**src/rtl/count_pwm_driver.sv**
```systemverilog
// count_pwm_driver
//   Turns the 4-bit free-running counter value into LED brightness. duty_in is
//   used as a 16-step PWM duty cycle; each step lasts PRESCALE clocks, so a
//   frame is 16*PRESCALE clocks. The counter's 15->0 wrap is also flagged and
//   counted for the LEDR bank.
//
// Parameters
//   PRESCALE  clk cycles per PWM step (1..65535)
//   WRAPW     width of the wrap event counter
//
// Ports
//   clk          in   system clock
//   rstn         in   asynchronous active-low reset
//   en           in   run enable; low freezes the PWM engine and blanks the LED
//   duty_in[3:0] in   upstream count value, used as the duty
//   pwm_out      out  registered LED drive
//   frame_start  out  one-cycle pulse as a new 16-step frame begins
//   wrap_pulse   out  one-cycle pulse after a 15->0 step on duty_in
//   wrap_count   out  wraps since reset, saturating at all-ones

module count_pwm_driver #(
   parameter int PRESCALE = 3125,
   parameter int WRAPW    = 8
) (
   input  logic             clk,
   input  logic             rstn,
   input  logic             en,
   input  logic [3:0]       duty_in,
   output logic             pwm_out,
   output logic             frame_start,
   output logic             wrap_pulse,
   output logic [WRAPW-1:0] wrap_count
);

   localparam int             PSW     = (PRESCALE > 1) ? $clog2(PRESCALE) : 1;
   localparam logic [PSW-1:0] PS_LAST = PSW'(PRESCALE - 1);

   logic [PSW-1:0] prescaler;
   logic [3:0]     phase;
   logic [3:0]     duty_q;
   logic [3:0]     prev_duty;
   logic           tick;
   logic           frame_end;
   logic           wrap_det;

   assign tick      = en && (prescaler == PS_LAST);
   assign frame_end = tick && (phase == 4'hF);
   assign wrap_det  = (prev_duty == 4'hF) && (duty_in == 4'h0);

   // Step timer: advances only while enabled, so a paused frame resumes
   // exactly where it stopped.
   always_ff @(posedge clk or negedge rstn) begin
      if (!rstn) begin
         prescaler <= '0;
      end else if (en) begin
         if (tick) prescaler <= '0;
         else      prescaler <= prescaler + PSW'(1);
      end
   end

   // Phase and frame boundary. duty_q only changes at the boundary so the
   // LED never sees a torn frame when the counter moves mid-frame.
   always_ff @(posedge clk or negedge rstn) begin
      if (!rstn) begin
         phase       <= 4'h0;
         duty_q      <= 4'h0;
         frame_start <= 1'b0;
      end else begin
         frame_start <= frame_end;
         if (tick) phase <= phase + 4'h1;
         if (frame_end) duty_q <= duty_in;
      end
   end

   // phase < duty_q caps the duty at 15/16; full-on is not reachable.
   always_ff @(posedge clk or negedge rstn) begin
      if (!rstn) begin
         pwm_out <= 1'b0;
      end else begin
         pwm_out <= en && (phase < duty_q);
      end
   end

   // Wrap detection ignores en. prev_duty resets to 0, so a 15 before reset
   // followed by 0 after it is not reported as a wrap.
   always_ff @(posedge clk or negedge rstn) begin
      if (!rstn) begin
         prev_duty  <= 4'h0;
         wrap_pulse <= 1'b0;
         wrap_count <= '0;
      end else begin
         prev_duty  <= duty_in;
         wrap_pulse <= wrap_det;
         if (wrap_det && (wrap_count != {WRAPW{1'b1}}))
            wrap_count <= wrap_count + WRAPW'(1);
      end
   end

endmodule

```
**config.mk**
```make
export PLATFORM = sky130hd
export DESIGN_NAME = count_pwm_driver
export DESIGN_NICKNAME = d
export VERILOG_FILES = /design/src/rtl/count_pwm_driver.sv
export SDC_FILE = /design/constraint.sdc
export NUM_CORES = 1
export LEC_CHECK = 0
export CAP_MARGIN = 15
export CELL_PAD_IN_SITES_DETAIL_PLACEMENT = 1
export CELL_PAD_IN_SITES_GLOBAL_PLACEMENT = 2
export CORE_MARGIN = 1
export CORE_UTILIZATION = 37
export CTS_CLUSTER_SIZE = 16
export DETAILED_ROUTE_END_ITERATION = 16
export GPL_TIMING_DRIVEN = 0
export PLACE_DENSITY_LB_ADDON = 0.12
export SYNTH_ARGS = -nofsm -noshare
export SYNTH_HDL_FRONTEND = slang
export SYNTH_SLANG_ARGS = --single-unit
```
**constraint.sdc**
```tcl
create_clock -name clk -period 2.6 [get_ports clk]
set_clock_uncertainty 0.05 [all_clocks]
set_input_delay 0.52 -clock clk [delete_from_list [all_inputs] [get_ports clk]]
set_output_delay 0.52 -clock clk [all_outputs]
set_load 0.02 [all_outputs]
```
After elaboration in Yosys (flattened, before gate mapping)
Cells that the tools add are included.

word-level totals
  bits in registers = 35
  output and inout bits = 11
  logic and storage cells = 23
  input port bits = 7

operators by class
  add/subtract/negate cells = 3
  muxes and demuxes = 1
  equality and inequality tests = 4
  $lt $le $gt $ge = 1
  reduce and logical (&&, ||, !) cells = 6

operator list
  cell                                            number
  adder 12 x 1 -> 12 bit (second input constant)  1
  equality test 12 bit (second input constant)    1
  2-to-1 mux 12 bit                               1
  adder 8 x 1 -> 8 bit (second input constant)    1
  equality test 4 bit (second input constant)     2
  != test 8 bit (second input constant)           1
  logical AND 1 bit                               5
  adder 4 x 1 -> 4 bit (second input constant)    1
  logical NOT 4 bit                               1
  less-than comparator 4 bit                      1

Longest topological paths before layout
Gate-level depths: netlist of run 1.

  depth in word-level cells = 3
  depth in mapped cells = 6
  depth with buffers taken out = 6

Worst setup path before layout of run 1
OpenSTA, ideal clock, no wires.

  kind = flip-flop to flip-flop
  start = register prescaler[0]
  end = register duty_q[0]
  slack = 687 ps
  required time = 2425 ps
  buffers on the path = 0
  setup time = 125 ps
  arrival time = 1738 ps
  period minus slack after synthesis = 1913 ps
  cell stages (with the launch flop) = 7
  cells stage by stage = dfrtp_1 inv_1 ha_1 nand4bb_4 nor4_4 nand4_4 mux2_4

on the way
  longest elaborated chain between the ends = 3

ends and longest elaborated chain
  element                 RTL line  source
  from (decl)             38        logic [PSW-1:0] prescaler;
  from (signal assigned)  57        else prescaler <= prescaler + PSW'(1);
  equality test 12 bit    46        assign tick = en && (prescaler == PS_LAST);
  logical AND 1 bit       46
  logical AND 1 bit       47        assign frame_end = tick && (phase == 4'hF);
  to (signal assigned)    71        if (frame_end) duty_q <= duty_in;
  to (decl)               40        logic [3:0] duty_q;

No other way between the ends.
A chain may end at the register's enable or synchronous reset.

Final worst setup path of run 1
  start = input duty_in[1]
  end = register wrap_count[1]

on the way
  longest elaborated chain between the ends = 3

ends and longest elaborated chain
  element               RTL line  source
  from (decl)           28        input logic [3:0] duty_in,
  logical NOT 4 bit     48        assign wrap_det = (prev_duty == 4'hF) && (duty_in == 4'h0);
  logical AND 1 bit     48
  via wrap_det          44        logic wrap_det;
  logical AND 1 bit     94        if (wrap_det && (wrap_count != {WRAPW{1'b1}}))
  to (signal assigned)  95        wrap_count <= wrap_count + WRAPW'(1);
  to (decl)             32        output logic [WRAPW-1:0] wrap_count

The timed path passes the listed nets, and every way through them passes these cells.

==> results_dict.tcl, run 1 <==
set metrics [dict create \
    timing.final.crit_share_pct 85.1 \
    synth_area_sq_um 1660 \
    arrival_ps 2330 \
    wl_um 3180 \
    post-route-cell-area_sq_um 2010 \
    synth_ff_type "dfrtp_1" \
    swShare_pct 28.1 \
    maxCapViolations 0 \
    rsz0062_at_grt "false" \
    crit_buf_inv 1 \
    die_y_um 69.1 \
    ios 18 \
    antenna_found_initial 0 \
    cp_slowest_cell "or4_1" \
    clkTransAtPathRegs_ps 70 \
    vdd_drop_max_mv 0.275 \
    cts_root_buf "clkbuf_8" \
    seq_power_share_pct 49.3 \
    grt_usage_pct 15.6 \
    dr_total_vias 1112 \
    first_pass_iters 4 \
    r2r_slack_ps 460 \
    clk_path_buf_depth 2 \
    area_delta_synth_final_pct 20.9 \
    start_util_pct 38.5 \
    crit_path_start_kind "input pin" \
    syn-num-nets 149 \
    crit_path_cell_trace "clkdlybuf4s50_1 > or4_1 > nor2_2 > nand2_1 > mux2_1" \
    path_max_fanout 8 \
    antennaDiodeCount 0 \
    crit_required_ps 2720 \
    final_max_slew_viol_count 0 \
    cp.depth 5 \
    fillers 484 \
    overflow 0 \
    port_buffers 17 \
    clock-sinks 35 \
    rr_startpoint "prescaler[0]" \
    slowest_delay_ps 550 \
    clock_latency_ps 290 \
    synth_area_leaders "dfrtp_1, xnor2_1, ha_1, mux2_4, nand4bb_4" \
    placed_cell_area_sq_um 1890 \
    p_sw_mw 0.396 \
    end_kind "flop" \
    drcViolationCount 0 \
    worst_pin_slew_ps 781 \
    netlist_instances 135 \
    cp_top_family "simple AND/OR/NAND/NOR gates" \
    worstReg2RegEnd "duty_q[2]" \
    yosysMostFrequentCell "dfrtp_1" \
    ys_types 33 \
    cts_setup_buffers 0 \
    crit_type "in -> reg" \
    synth_largest_area_cell "dfrtp_1" \
    worstSetupEndpoint "wrap_count[1]" \
    die_area_sq_um 4770 \
    dp_slack_ps 78.4 \
    syn_area_per_cell_sq_um 12.3 \
    cts_tree "built" \
    drt-initial-drc-count 41 \
    setup_tns_ps 0 \
    wl_per_cell_um 15.0 \
    cts-hold-fix-buffers 0 \
    drive_gt1_share_pct 14.4 \
    combPwrFrac_pct 14.4 \
    grt_max_degree 36 \
    hp-class "in -> async" \
    ys_seq_area_share_pct 52.6 \
    p_int_mw 1.02 \
    cts_made_buffers 5 \
    dp_hpwl_um 2280 \
    relSlewSlack_pct 48.0 \
    first_global_vias 1183 \
    cts_resized 0 \
    clockPowerShare_pct 36.4 \
    max_freq_ghz 0.452 \
    die_w_um 69.1 \
    htree_levels 2 \
    hold_ws_ps 254 \
    fin_ws_ps 386 \
    synth_top_area_share_pct 52.6 \
    fin_nets 173 \
    power_leakage_nw 0.910 \
    core-area_sq_um 4320 \
    finalSetupViolCount 0 \
    grt_pass1_wl_um 5830 \
    gp_congestion 0.735 \
    status "complete, no violations" \
    power.density_nw_per_um2 701 \
    post_drt_via_cell_ratio 5.25 \
    worstSetupStartpoint "duty_in[1]" \
    synth_edf_count 0 \
    fin_crit_ps 2210 \
    ys_ff_latch 35 \
    post-route-util_pct 46.5 \
    synth-async-reset-ratio_pct 100 \
    postRouteAntennaNets 0 \
    reg2regPathDepth 6 \
    hold_violations 0 \
    yosysWarnings 0 \
    placementRows 24 \
    synthTopCellsByCount "dfrtp_1, xnor2_1, nand3_1" \
]
[kinds of logic (layout without fill, tap and decap cells)]
logic type / count (synthesis) / in the layout / synth area share (%)
AO/OA/AOI/OAI: 12 / 12 / 4.36
XOR/XNOR: 15 / 15 / 7.89
buffers and inverters: 9 / 34 / 2.03
multiplexers: 8 / 8 / 6.32
adder cells (fa/ha/maj): 7 / 7 / 5.26
AND/OR/NAND/NOR: 49 / 49 / 21.5
flip-flops: 35 / 35 / 52.6
[worst min path at each step]
stage / startpoint / slack, ps / to / depth (start not counted)
after floorplan: rstn / 170 / duty_q[0] / 0
after global placement: wrap_count[5] / 430 / wrap_count[5] / 1
after detailed placement: wrap_count[5] / 440 / wrap_count[5] / 1
after CTS: rstn / 290 / prev_duty[2] / 1
after global routing: rstn / 320 / wrap_count[7] / 1
final: rstn / 250 / prev_duty[3] / 1
[power groups by stage]
stage,clock (mW),combinational (mW),sequential (mW)
after floorplan,0,0.150,0.689
after global placement,0,0.202,0.705
after global routing,0.553,0.236,0.711
after CTS,0.532,0.209,0.697
after detailed placement,0,0.208,0.708
final,0.513,0.203,0.695
[layer usage]
metal | track usage, % | vias up | share of wire (%)
li1 | - | 533 | -
met1 | 20.1 | 550 | 45
met2 | 24.1 | 21 | 48
met3 | 3.65 | 8 | 4.0
met4 | 8.84 | 0 | 2.6
met5 | 0 | - | 0
[layout by cell type, fill, tap and decap left out, types with 2 or more instances in the layout]
cell type and instances:
xnor2_1 11, xor2_1 4, a21oi_1 5, dfrtp_1 35, a21o_1 3, nand2_1 4
nand4bb_4 2, inv_1 8, nor3_1 4, mux2_2 3, clkdlybuf4s50_1 16, nand3_1 9
o22ai_1 2, nand2b_1 3, ha_1 7, nor2_1 4, and3_1 4, mux2_4 4
nand4_1 8, clkbuf_8 6
[final cells by class]
class	instances	area [sq um]	area share (%)
multi-input cells	91	754	37.5
clock buffers	6	82.6	4.10
clock inverters	2	35.0	1.74
well taps	52	65.1	3.23
flip-flops and latches	35	876	43.5
repair buffers	17	165	8.21
plain buffers	1	3.75	0.187
inverters	8	30.0	1.49
[stage by stage]
stage | cells | power (mW)
final | 212 | 1.41
after CTS | 212 | 1.44
after floorplan | 135 | 0.839
after global routing | 212 | 1.50
after detailed placement | 204 | 0.916
after global placement | 204 | 0.907
[worst reg2reg max path, cell delays in order (launching register included)]
cell	delay (ps)
dfrtp_1	430
inv_1	80
ha_1	200
nand4bb_4	140
nor4_4	570
nand4_4	220
mux2_4	340
[registers in the layout, indices dropped and copies added (netlist names)]
signal	cells
wrap_pulse	1
phase	4
wrap_count	8
duty_q	4
pwm_out	1
frame_start	1
prescaler	12
prev_duty	4
Power figures use the tool's default switching activity.
==> inputs of run 2 (changes only) <==
--- a/config.mk
+++ b/config.mk
@@ -13,6 +13,7 @@
 export CTS_CLUSTER_SIZE = 16
 export DETAILED_ROUTE_END_ITERATION = 16
 export GPL_TIMING_DRIVEN = 0
+export HOLD_SLACK_MARGIN = 0.05
 export PLACE_DENSITY_LB_ADDON = 0.12
 export SYNTH_ARGS = -nofsm -noshare
 export SYNTH_HDL_FRONTEND = slang
==> results of run 2 <==
The final DEF is identical to that of run 1; final timing and power are the same.
